===== src/rtl/calc2_pkg.sv =====
// Shared types for the calc2 scheduler: command encodings, unit classes, in-flight record.
// Pure declarations and one combinational helper; no state, no latency, no flow control.
package calc2_pkg;

    typedef enum logic [3:0] {
        CMD_NOP = 4'd0,
        CMD_ADD = 4'd1,
        CMD_SUB = 4'd2,
        CMD_SHL = 4'd5,
        CMD_SHR = 4'd6
    } cmd_t;

    typedef enum logic [1:0] {
        CLS_NONE,
        CLS_ADD,
        CLS_SHF,
        CLS_INV
    } class_t;

    typedef struct packed {
        logic       vld;
        logic [1:0] port;
        logic [1:0] tag;
    } inflight_t;

    function automatic class_t cmd_class(input logic [3:0] cmd);
        class_t cls;
        case (cmd)
            CMD_NOP:          cls = CLS_NONE;
            CMD_ADD, CMD_SUB: cls = CLS_ADD;
            CMD_SHL, CMD_SHR: cls = CLS_SHF;
            default:          cls = CLS_INV;
        endcase
        return cls;
    endfunction

endpackage


===== src/rtl/calc2_rr_pick.sv =====
// Round-robin picker: first set bit of elig at or after ptr, wrapping 3 -> 0.
// Purely combinational, zero latency; no flow control (caller owns the pointer register).
// Backpressure: none, found=0 simply means nothing to grant this cycle.
module calc2_rr_pick (
    input  logic [3:0] elig,
    input  logic [1:0] ptr,
    output logic       found,
    output logic [1:0] idx
);
    import calc2_pkg::*;

    // Scan from the farthest offset down so the closest candidate to ptr is the last writer.
    always_comb begin
        found = 1'b0;
        idx   = 2'd0;
        for (int i = 3; i >= 0; i--) begin
            if (elig[ptr + 2'(i)]) begin
                found = 1'b1;
                idx   = ptr + 2'(i);
            end
        end
    end

endmodule


===== src/rtl/calc2_rr_sched.sv =====
// Round-robin scheduler of four hold-register ports onto the shared adder and shifter.
// Grant/ack/invalid registered one edge after the request; results flagged ALU_LAT cycles after grant.
// Backpressure: requests hold until req_ack; a busy {port,tag} stalls until its result retires.
module calc2_rr_sched
    import calc2_pkg::*;
#(
    parameter int NPORTS  = 4,
    parameter int TAGW    = 2,
    parameter int ALU_LAT = 3
) (
    input  logic                   c_clk,
    input  logic                   reset,
    input  logic [4*NPORTS-1:0]    req_cmd,
    input  logic [TAGW*NPORTS-1:0] req_tag,
    output logic [NPORTS-1:0]      req_ack,
    output logic                   add_vld,
    output logic [3:0]             add_cmd,
    output logic [1:0]             add_sel,
    output logic                   shf_vld,
    output logic [3:0]             shf_cmd,
    output logic [1:0]             shf_sel,
    output logic                   add_out_vld,
    output logic [3:0]             add_out_tag,
    output logic                   shf_out_vld,
    output logic [3:0]             shf_out_tag,
    output logic [NPORTS-1:0]      invalid_op,
    output logic [TAGW*NPORTS-1:0] invalid_tag
);

    logic [NPORTS-1:0][(1<<TAGW)-1:0] sb;
    logic [1:0]             add_ptr, shf_ptr;
    logic [TAGW-1:0]        add_tag_q, shf_tag_q;
    inflight_t              add_pipe [ALU_LAT];
    inflight_t              shf_pipe [ALU_LAT];

    class_t                 cls;
    logic [TAGW-1:0]        tg;
    logic [NPORTS-1:0]      elig_add, elig_shf, inv_now, ack_nxt;
    logic [TAGW*NPORTS-1:0] itag_nxt;
    logic                   add_found, shf_found;
    logic [1:0]             add_win, shf_win;

    // A port that is still seeing its own ack has not withdrawn yet, so it is masked.
    always_comb begin
        elig_add = '0;
        elig_shf = '0;
        inv_now  = '0;
        itag_nxt = '0;
        cls      = CLS_NONE;
        tg       = '0;
        for (int p = 0; p < NPORTS; p++) begin
            cls = cmd_class(req_cmd[4*p +: 4]);
            tg  = req_tag[TAGW*p +: TAGW];
            elig_add[p] = (cls == CLS_ADD) && !sb[p][tg] && !req_ack[p];
            elig_shf[p] = (cls == CLS_SHF) && !sb[p][tg] && !req_ack[p];
            inv_now[p]  = (cls == CLS_INV) && !req_ack[p];
            if (inv_now[p])
                itag_nxt[TAGW*p +: TAGW] = tg;
        end
    end

    calc2_rr_pick u_add_pick (.elig(elig_add), .ptr(add_ptr), .found(add_found), .idx(add_win));
    calc2_rr_pick u_shf_pick (.elig(elig_shf), .ptr(shf_ptr), .found(shf_found), .idx(shf_win));

    always_comb begin
        ack_nxt = inv_now;
        if (add_found) ack_nxt[add_win] = 1'b1;
        if (shf_found) ack_nxt[shf_win] = 1'b1;
    end

    assign add_out_vld = add_pipe[ALU_LAT-1].vld;
    assign add_out_tag = {add_pipe[ALU_LAT-1].port, add_pipe[ALU_LAT-1].tag};
    assign shf_out_vld = shf_pipe[ALU_LAT-1].vld;
    assign shf_out_tag = {shf_pipe[ALU_LAT-1].port, shf_pipe[ALU_LAT-1].tag};

    always_ff @(posedge c_clk or posedge reset) begin
        if (reset) begin
            sb          <= '0;
            add_ptr     <= '0;
            shf_ptr     <= '0;
            add_vld     <= 1'b0;
            add_cmd     <= '0;
            add_sel     <= '0;
            add_tag_q   <= '0;
            shf_vld     <= 1'b0;
            shf_cmd     <= '0;
            shf_sel     <= '0;
            shf_tag_q   <= '0;
            req_ack     <= '0;
            invalid_op  <= '0;
            invalid_tag <= '0;
            for (int k = 0; k < ALU_LAT; k++) begin
                add_pipe[k] <= '0;
                shf_pipe[k] <= '0;
            end
        end else begin
            add_vld     <= add_found;
            add_cmd     <= add_found ? req_cmd[{add_win, 2'b00} +: 4] : 4'd0;
            add_sel     <= add_found ? add_win : 2'd0;
            add_tag_q   <= add_found ? req_tag[TAGW*add_win +: TAGW] : '0;
            shf_vld     <= shf_found;
            shf_cmd     <= shf_found ? req_cmd[{shf_win, 2'b00} +: 4] : 4'd0;
            shf_sel     <= shf_found ? shf_win : 2'd0;
            shf_tag_q   <= shf_found ? req_tag[TAGW*shf_win +: TAGW] : '0;
            req_ack     <= ack_nxt;
            invalid_op  <= inv_now;
            invalid_tag <= itag_nxt;
            if (add_found) add_ptr <= add_win + 2'd1;
            if (shf_found) shf_ptr <= shf_win + 2'd1;

            add_pipe[0] <= '{vld: add_vld, port: add_sel, tag: add_tag_q};
            shf_pipe[0] <= '{vld: shf_vld, port: shf_sel, tag: shf_tag_q};
            for (int k = 1; k < ALU_LAT; k++) begin
                add_pipe[k] <= add_pipe[k-1];
                shf_pipe[k] <= shf_pipe[k-1];
            end

            // Sets first, clears last: a same-entry collision resolves to cleared.
            if (add_found) sb[add_win][req_tag[TAGW*add_win +: TAGW]] <= 1'b1;
            if (shf_found) sb[shf_win][req_tag[TAGW*shf_win +: TAGW]] <= 1'b1;
            if (add_out_vld) sb[add_out_tag[3:2]][add_out_tag[1:0]] <= 1'b0;
            if (shf_out_vld) sb[shf_out_tag[3:2]][shf_out_tag[1:0]] <= 1'b0;
        end
    end

endmodule


===== config.mk =====
export PLATFORM = sky130hd
export DESIGN_NAME = calc2_rr_sched
export DESIGN_NICKNAME = d
export VERILOG_FILES = /design/src/rtl/calc2_pkg.sv /design/src/rtl/calc2_rr_pick.sv /design/src/rtl/calc2_rr_sched.sv
export SDC_FILE = /design/constraint.sdc
export NUM_CORES = 1
export LEC_CHECK = 0
export ABC_AREA = 1
export BUFFER_PORTS_ARGS = -buffer_cell sky130_fd_sc_hd__buf_2
export CAP_MARGIN = 20
export CORE_UTILIZATION = 50
export DETAILED_ROUTE_END_ITERATION = 6
export PLACE_DENSITY = 0.71
export SYNTH_ARGS = -nofsm -noshare
export SYNTH_HDL_FRONTEND = slang
export SYNTH_SLANG_ARGS = --single-unit

===== constraint.sdc =====
create_clock -name c_clk -period 4.3 [get_ports c_clk]
set_clock_uncertainty 0.2 [all_clocks]
set_input_delay 1.29 -clock c_clk [delete_from_list [all_inputs] [get_ports c_clk]]
set_output_delay 1.29 -clock c_clk [all_outputs]
set_load 0.02 [all_outputs]

==> flow_metrics.py, run 1 <==
metrics = {
    "outcome": {
        "status": "complete, no violations",
    },
    "place": {
        "dp_hpwl_um": 8850,
        "numPortBuffers": 65,
        "place.gp.congestion": 0.937,
        "placedInstanceArea_sq_um": 4790,
    },
    "floorplanning": {
        "die_h_um": 95.3,
        "die_w_um": 95.3,
        "boundaryPins": 66,
        "rows": 33,
        "coreArea_sq_um": 8340,
        "start_util": 0.522,
        "dieArea_sq_um": 9090,
    },
    "power_and_ir_drop": {
        "p_clk_frac": 0.213,
        "netSwitchingPower_mw": 1.38,
        "internal_power_mw": 1.74,
        "p_leak_nw": 2.82,
        "switching_share": 0.443,
        "combPwrFrac": 0.408,
        "powerDensity_nw_per_um2": 623,
        "total_power_mw": 3.12,
        "worst_ir_drop_vdd_v": 0.000285,
        "pwr-share-seq": 0.380,
    },
    "clock_network": {
        "clk-insertion-delay-late_ns": 0.36,
        "cts.sinks": 84,
        "cts_resized": 0,
        "cts_made_buffers": 9,
        "clkSlewWorstSetupHoldPaths_ns": 0.10,
        "hold_buffers": 0,
        "max-clock-path-buffers": 2,
        "cts_tree": "done",
        "cts_max_level": 3,
        "post_cts_buffers": 0,
        "ctsRootBufferMaster": "clkbuf_8",
    },
    "yosys": {
        "synth_area_sq_um": 4360,
        "synth_top_family_by_area": "simple AND/OR/NAND/NOR gates",
        "synth_fa_ha_area_frac": 0.0230,
        "ys_ff_latch": 84,
        "synthCells": 545,
        "syn_area_per_cell_sq_um": 7.99,
        "yosys.area_share.xor_xnor": 0.00402,
        "yosysSeqAreaShare": 0.483,
        "synth.mux.area_fraction": 0,
        "synth_cell_types": 28,
        "synth_compound_gate_area_share": 0.0497,
        "ys_warn_count": 0,
        "yosys.area_share.simple": 0.359,
    },
    "layout": {
        "final_area_sq_um": 5010,
        "ff_latch_area_sq_um": 2100,
        "diodes": 0,
        "multi_input_area_sq_um": 1910,
        "final_cell_mix": "nand2_1, nand3_1, dfrtp_1",
        "layout-drive-gt1-share": 0.243,
        "postLayoutCoreUtil": 0.601,
        "nNetsFinal": 651,
        "layout_commonest_cell": "nand2_1",
        "nFillCells": 758,
        "synthToLayoutAreaGrowth_pct": 15.1,
    },
    "timing": {
        "period_share": 0.804,
        "fmax_ghz": 0.289,
        "finalHoldViolations": 0,
        "setup-tns-final_ns": 0,
        "slew_violations": 0,
        "rsz0062_at_grt": "no",
        "relSlewSlack": 0.426,
        "worst_pin_slew_ns": 0.859,
        "setup_viol": 0,
        "period_minus_slack_ns": 3.46,
    },
    "grt": {
        "grt_use_total": 0.274,
        "first_global_vias": 3616,
        "antenna_found_initial": 0,
        "overflow": 0,
        "grt_start_max_net_pins": 50,
        "grt_pass1_wl_um": 18100,
    },
    "route": {
        "via_count": 3871,
        "drcViolationCount": 0,
        "firstDrtPassIters": 5,
        "drt-total-wl_um": 11300,
        "ant_nets": 0,
        "drt_iter0_markers": 340,
        "detail_route.wl_per_cell_um": 15.6,
        "via_per_inst": 5.32,
    },
    "job": {
        "drv_cap": 0,
    },
    "hold_path": {
        "hold_class": "reg2reg",
    },
    "setup_path": {
        "crit_path_max_fanout": 11,
        "start_kind": "input pin",
        "required_ns": 4.41,
        "cp-end-kind": "register",
        "crit_type": "in2reg",
        "cp.arrival_ns": 3.57,
    },
}
-- flip-flops by register name, indices dropped and copies added, names as in the netlist --
name,cells
req_ack,4
add_cmd,4
add_tag_q,2
shf_out_vld,1
shf_cmd,4
shf_pipe,10
shf_sel,2
add_pipe,10
shf_tag_q,2
shf_out_tag,4
add_out_tag,4
invalid_tag,8
shf_vld,1
add_vld,1
shf_ptr,2
add_sel,2
add_out_vld,1
add_ptr,2
invalid_op,4
sb,16
-- per-stage QoR --
step | hold WS [ns] | instances | setup slack, ns
floorplan | 0.131 | 547 | 0.645
global placement | 0.132 | 711 | 0.528
detailed placement | 0.135 | 711 | 0.488
CTS | 0.148 | 727 | 0.875
global route | 0.152 | 727 | 0.604
finish | 0.148 | 727 | 0.844
-- logic make-up after synthesis --
family	count (synthesis)
xor+xnor	2
other cells	1
fa+ha+maj	8
simple gates	330
flops	84
buf+inv	86
compound gates	34
-- synth_stat cells (all sizes together) --
cell	n	area, sq um
nor3	2	10.0
nand2	152	703
xor2	2	17.5
o21a	1	7.51
buf	8	60.1
o21ai	6	30.0
inv	78	293
o22ai	12	75.1
and3	2	12.5
a21oi	8	40.0
a211oi	1	7.51
nor2	81	329
ha	8	100
nand3	93	508
conb	1	3.75
dfrtp	84	2100
a21boi	2	26.3
a22oi	2	15.0
o31ai	2	15.0
-- power by group through the flow --
stage | Clock [mW] | Combinational [mW] | Sequential [mW]
floorplan | 0 | 0.804 | 1.27
global placement | 0 | 1.26 | 1.20
detailed placement | 0 | 1.26 | 1.20
CTS | 0.672 | 1.27 | 1.19
global route | 0.711 | 1.40 | 1.21
finish | 0.665 | 1.27 | 1.19
-- worst max-delay path, stage by stage --
cell     delay (ns)
buf_2          0.14
inv_1          0.15
nand3_1        0.09
nand2_1        0.21
nand3_1        0.14
nand2_1        0.12
nand2_2        0.07
nand2_2        0.10
inv_2          0.05
nand2_4        0.08
nand2_4        0.05
nand2_4        0.10
nand2_8        0.10
inv_1          0.16
ha_1           0.17
nand2_1        0.11
inv_1          0.13
nand3_1        0.10
nand3_1        0.08
nand2_1        0.05
inv_1          0.05
-- path summary, 6_finish.rpt --
path / startpoint / end / slack [ns] / cells past startpoint
setup / recovery: req_tag[3] / sb[13]$_DFF_PP0_ / 0.84 / 21
hold / removal: shf_pipe[8]$_DFF_PP0_ / shf_out_tag[3]$_DFF_PP0_ / 0.15 / 0
setup reg to reg: shf_ptr[0]$_DFFE_PP0N_ / sb[13]$_DFF_PP0_ / 1.62 / 18
hold reg to reg: shf_pipe[8]$_DFF_PP0_ / shf_out_tag[3]$_DFF_PP0_ / 0.15 / 0
max in group asynchronous: reset / sb[15]$_DFF_PP0_ / 2.36 / 3
min in group asynchronous: reset / shf_ptr[0]$_DFFE_PP0N_ / 0.87 / 2
-- layer usage --
layer	track usage	vias up	routed length [um]
met1	0.370	1842	5000
met2	0.421	145	5280
met4	0.119	0	311
met5	0	-	0
li1	-	1862	-
met3	0.0622	22	735
-- cell type report --
class / instances / area share
tap: 105 / 0.0262
clock buffer: 9 / 0.0247
timing repair buffer: 67 / 0.0704
sequential: 84 / 0.419
multi-input combinational: 377 / 0.380
clock inverter: 7 / 0.0205
inverter: 78 / 0.0586
Power figures use the tool's default switching activity.
==> inputs of run 2 (changes only) <==
clock period = 3.25 ns   (was 4.3 ns; I/O delays follow)
==> run 2 against run 1 <==
- register-to-register slack got worse by 1.1 ns
- die area stayed put
- worst hold slack better by 0.0041 ns
- critical endpoint is now sb[12]$_DFF_PP0_
- global-route usage fell by 0.68 points
- critical path depth is 2 lower
- setup slack lost 0.62 ns
- first-iteration DRC count down 19%
==> flow_metrics.py, run 2 (synthesis results as in run 1) <==
metrics = {
    "outcome": {
        "status": "complete, no violations",
    },
    "floorplanning": {
        "die_w_um": 95.3,
        "die_h_um": 95.3,
        "start_util": 0.522,
        "boundaryPins": 66,
        "rows": 33,
        "dieArea_sq_um": 9090,
        "coreArea_sq_um": 8340,
    },
    "clock_network": {
        "cts_made_buffers": 9,
        "cts_tree": "done",
        "max-clock-path-buffers": 2,
        "clkSlewWorstSetupHoldPaths_ns": 0.09,
        "clk-insertion-delay-late_ns": 0.36,
        "cts_max_level": 3,
        "cts.sinks": 84,
        "ctsRootBufferMaster": "clkbuf_8",
        "hold_buffers": 0,
    },
    "route": {
        "detail_route.wl_per_cell_um": 14.6,
        "via_count": 3984,
        "drcViolationCount": 0,
        "firstDrtPassIters": 5,
        "drt-total-wl_um": 11000,
        "ant_nets": 0,
        "via_per_inst": 5.26,
        "drt_iter0_markers": 275,
    },
    "place": {
        "dp_hpwl_um": 8730,
        "place.gp.congestion": 0.958,
        "numPortBuffers": 65,
        "dp.cells": 741,
    },
    "layout": {
        "regMostFlops": "sb",
        "stdcell_count": 757,
        "largest_register_ffs": 16,
        "reg_top3": "sb (16), add_pipe (10), shf_pipe (10)",
        "postLayoutCoreUtil": 0.624,
        "diodes": 0,
        "layout-drive-gt1-share": 0.281,
        "final_cell_mix": "nand2_1, nand3_1, dfrtp_1",
        "synthToLayoutAreaGrowth_pct": 19.4,
        "nNetsFinal": 681,
        "layout_commonest_cell": "nand2_1",
        "nFillCells": 744,
    },
    "timing": {
        "setup_viol": 0,
        "rsz0062_at_grt": "no",
        "finalHoldViolations": 0,
        "period_share": 0.932,
        "period_minus_slack_ns": 3.03,
        "fmax_ghz": 0.330,
        "slew_violations": 0,
        "worst_pin_slew_ns": 0.584,
        "relSlewSlack": 0.610,
    },
    "hold_path": {
        "whs_path_depth": 0,
        "hold_class": "reg2reg",
        "worstHoldStart": "shf_pipe[9]$_DFF_PP0_",
        "min_to": "shf_out_vld$_DFF_PP0_",
    },
    "power_and_ir_drop": {
        "combPwrFrac": 0.442,
        "netSwitchingPower_mw": 1.82,
        "switching_share": 0.450,
        "internal_power_mw": 2.23,
        "p_clk_frac": 0.171,
        "powerDensity_nw_per_um2": 780,
        "worst_ir_drop_vdd_v": 0.000440,
        "p_leak_nw": 2.94,
        "pwr-share-seq": 0.387,
    },
    "setup_path": {
        "required_ns": 3.35,
        "cp-end-kind": "register",
        "cp.arrival_ns": 3.13,
        "worst-r2r-cell-count": 14,
        "timing.rr.start": "shf_ptr[0]$_DFFE_PP0N_",
        "r2r_setup_slack_ns": 0.57,
        "crit_type": "in2reg",
        "r2r_end": "sb[12]$_DFF_PP0_",
        "crit_path_max_fanout": 7,
        "start_kind": "input pin",
    },
    "grt": {
        "overflow": 0,
        "first_global_vias": 3698,
        "grt_pass1_wl_um": 17800,
        "grt_use_total": 0.267,
        "grt_start_max_net_pins": 61,
        "antenna_found_initial": 0,
    },
    "job": {
        "drv_cap": 0,
    },
}
run 2: cell count changes in the layout (fill, tap and decap cells not counted):
cell        before  now
buf_4            1   31
clkinv_4         0    3
bufinv_16        2    0
nand2_1        120  118
nand2_2         25   27
clkinv_2         2    1
clkinvlp_4       0    1
inv_8            1    0
run 2: critical path: stages:
cell and delay, ns:
buf_2 0.13, inv_1 0.13, nand3_1 0.11, nand2_2 0.15, nand3_1 0.12, nand2_1 0.11, nand2_2 0.07, nand2_2 0.11
nor2_4 0.04, nand2_1 0.06, nand2_2 0.08, a21boi_4 0.28, ha_1 0.23, nand2_2 0.10, inv_1 0.11, nand3_1 0.12
nand3_1 0.09, nand2_1 0.06, inv_1 0.05
run 2: timing repair:
item,4_1_cts,5_1_grt
hold endpoints to repair,0,0
setup buffers,0,0
endpoints found under the setup margin,0,2
gates resized for setup,0,2
run 2: cell type report:
type,count,area [sq um],share of cell area
Inverter,78,297,0.0570
Clock inverter,7,57.6,0.0111
Tap cell,105,131,0.0253
Clock buffer,9,124,0.0238
Sequential cell,84,2100,0.404
Timing Repair Buffer,97,578,0.111
Multi-Input combinational cell,377,1910,0.368
run 2: per-layer routing:
metal	share of wire	GRT usage
met1	0.42	0.347
met2	0.48	0.436
met3	0.064	0.0407
met4	0.033	0.126
met5	0	0
run 2: power by group through the flow:
| stage | registers, mW | clock network (mW) | logic, mW |
|---|---|---|---|
| floorplan | 1.68 | 0 | 1.06 |
| global placement | 1.58 | 0 | 1.75 |
| detailed placement | 1.59 | 0 | 1.77 |
| CTS | 1.57 | 0.710 | 1.78 |
| global route | 1.61 | 0.751 | 1.98 |
| finish | 1.57 | 0.694 | 1.79 |
run 2: worst max path at each step:
| stage | slack [ns] | startpoint | end |
|---|---|---|---|
| 2_1_floorplan | 0.36 | req_cmd[6] | sb[12]$_DFF_PP0_ |
| 3_3_place_gp | -0.19 | req_tag[3] | sb[13]$_DFF_PP0_ |
| 3_5_place_dp | -0.21 | req_tag[3] | sb[12]$_DFF_PP0_ |
| 4_1_cts | 0.18 | req_tag[3] | sb[12]$_DFF_PP0_ |
| 5_1_grt | 0.03 | req_tag[3] | sb[12]$_DFF_PP0_ |
| 6_report | 0.22 | req_tag[3] | sb[12]$_DFF_PP0_ |
run 2: metrics by stage:
stage	power, mW	hold slack, ns	cell area, sq um	setup slack (ns)	setup TNS [ns]
after CTS	4.06	0.154	5200	0.176	0
after detailed placement	3.36	0.135	5020	-0.206	-1.19
after global routing	4.34	0.159	5200	0.0275	0
after global placement	3.33	0.131	5020	-0.188	-1.13
final	4.06	0.152	5200	0.220	0
after floorplan	2.74	0.131	4370	0.356	0
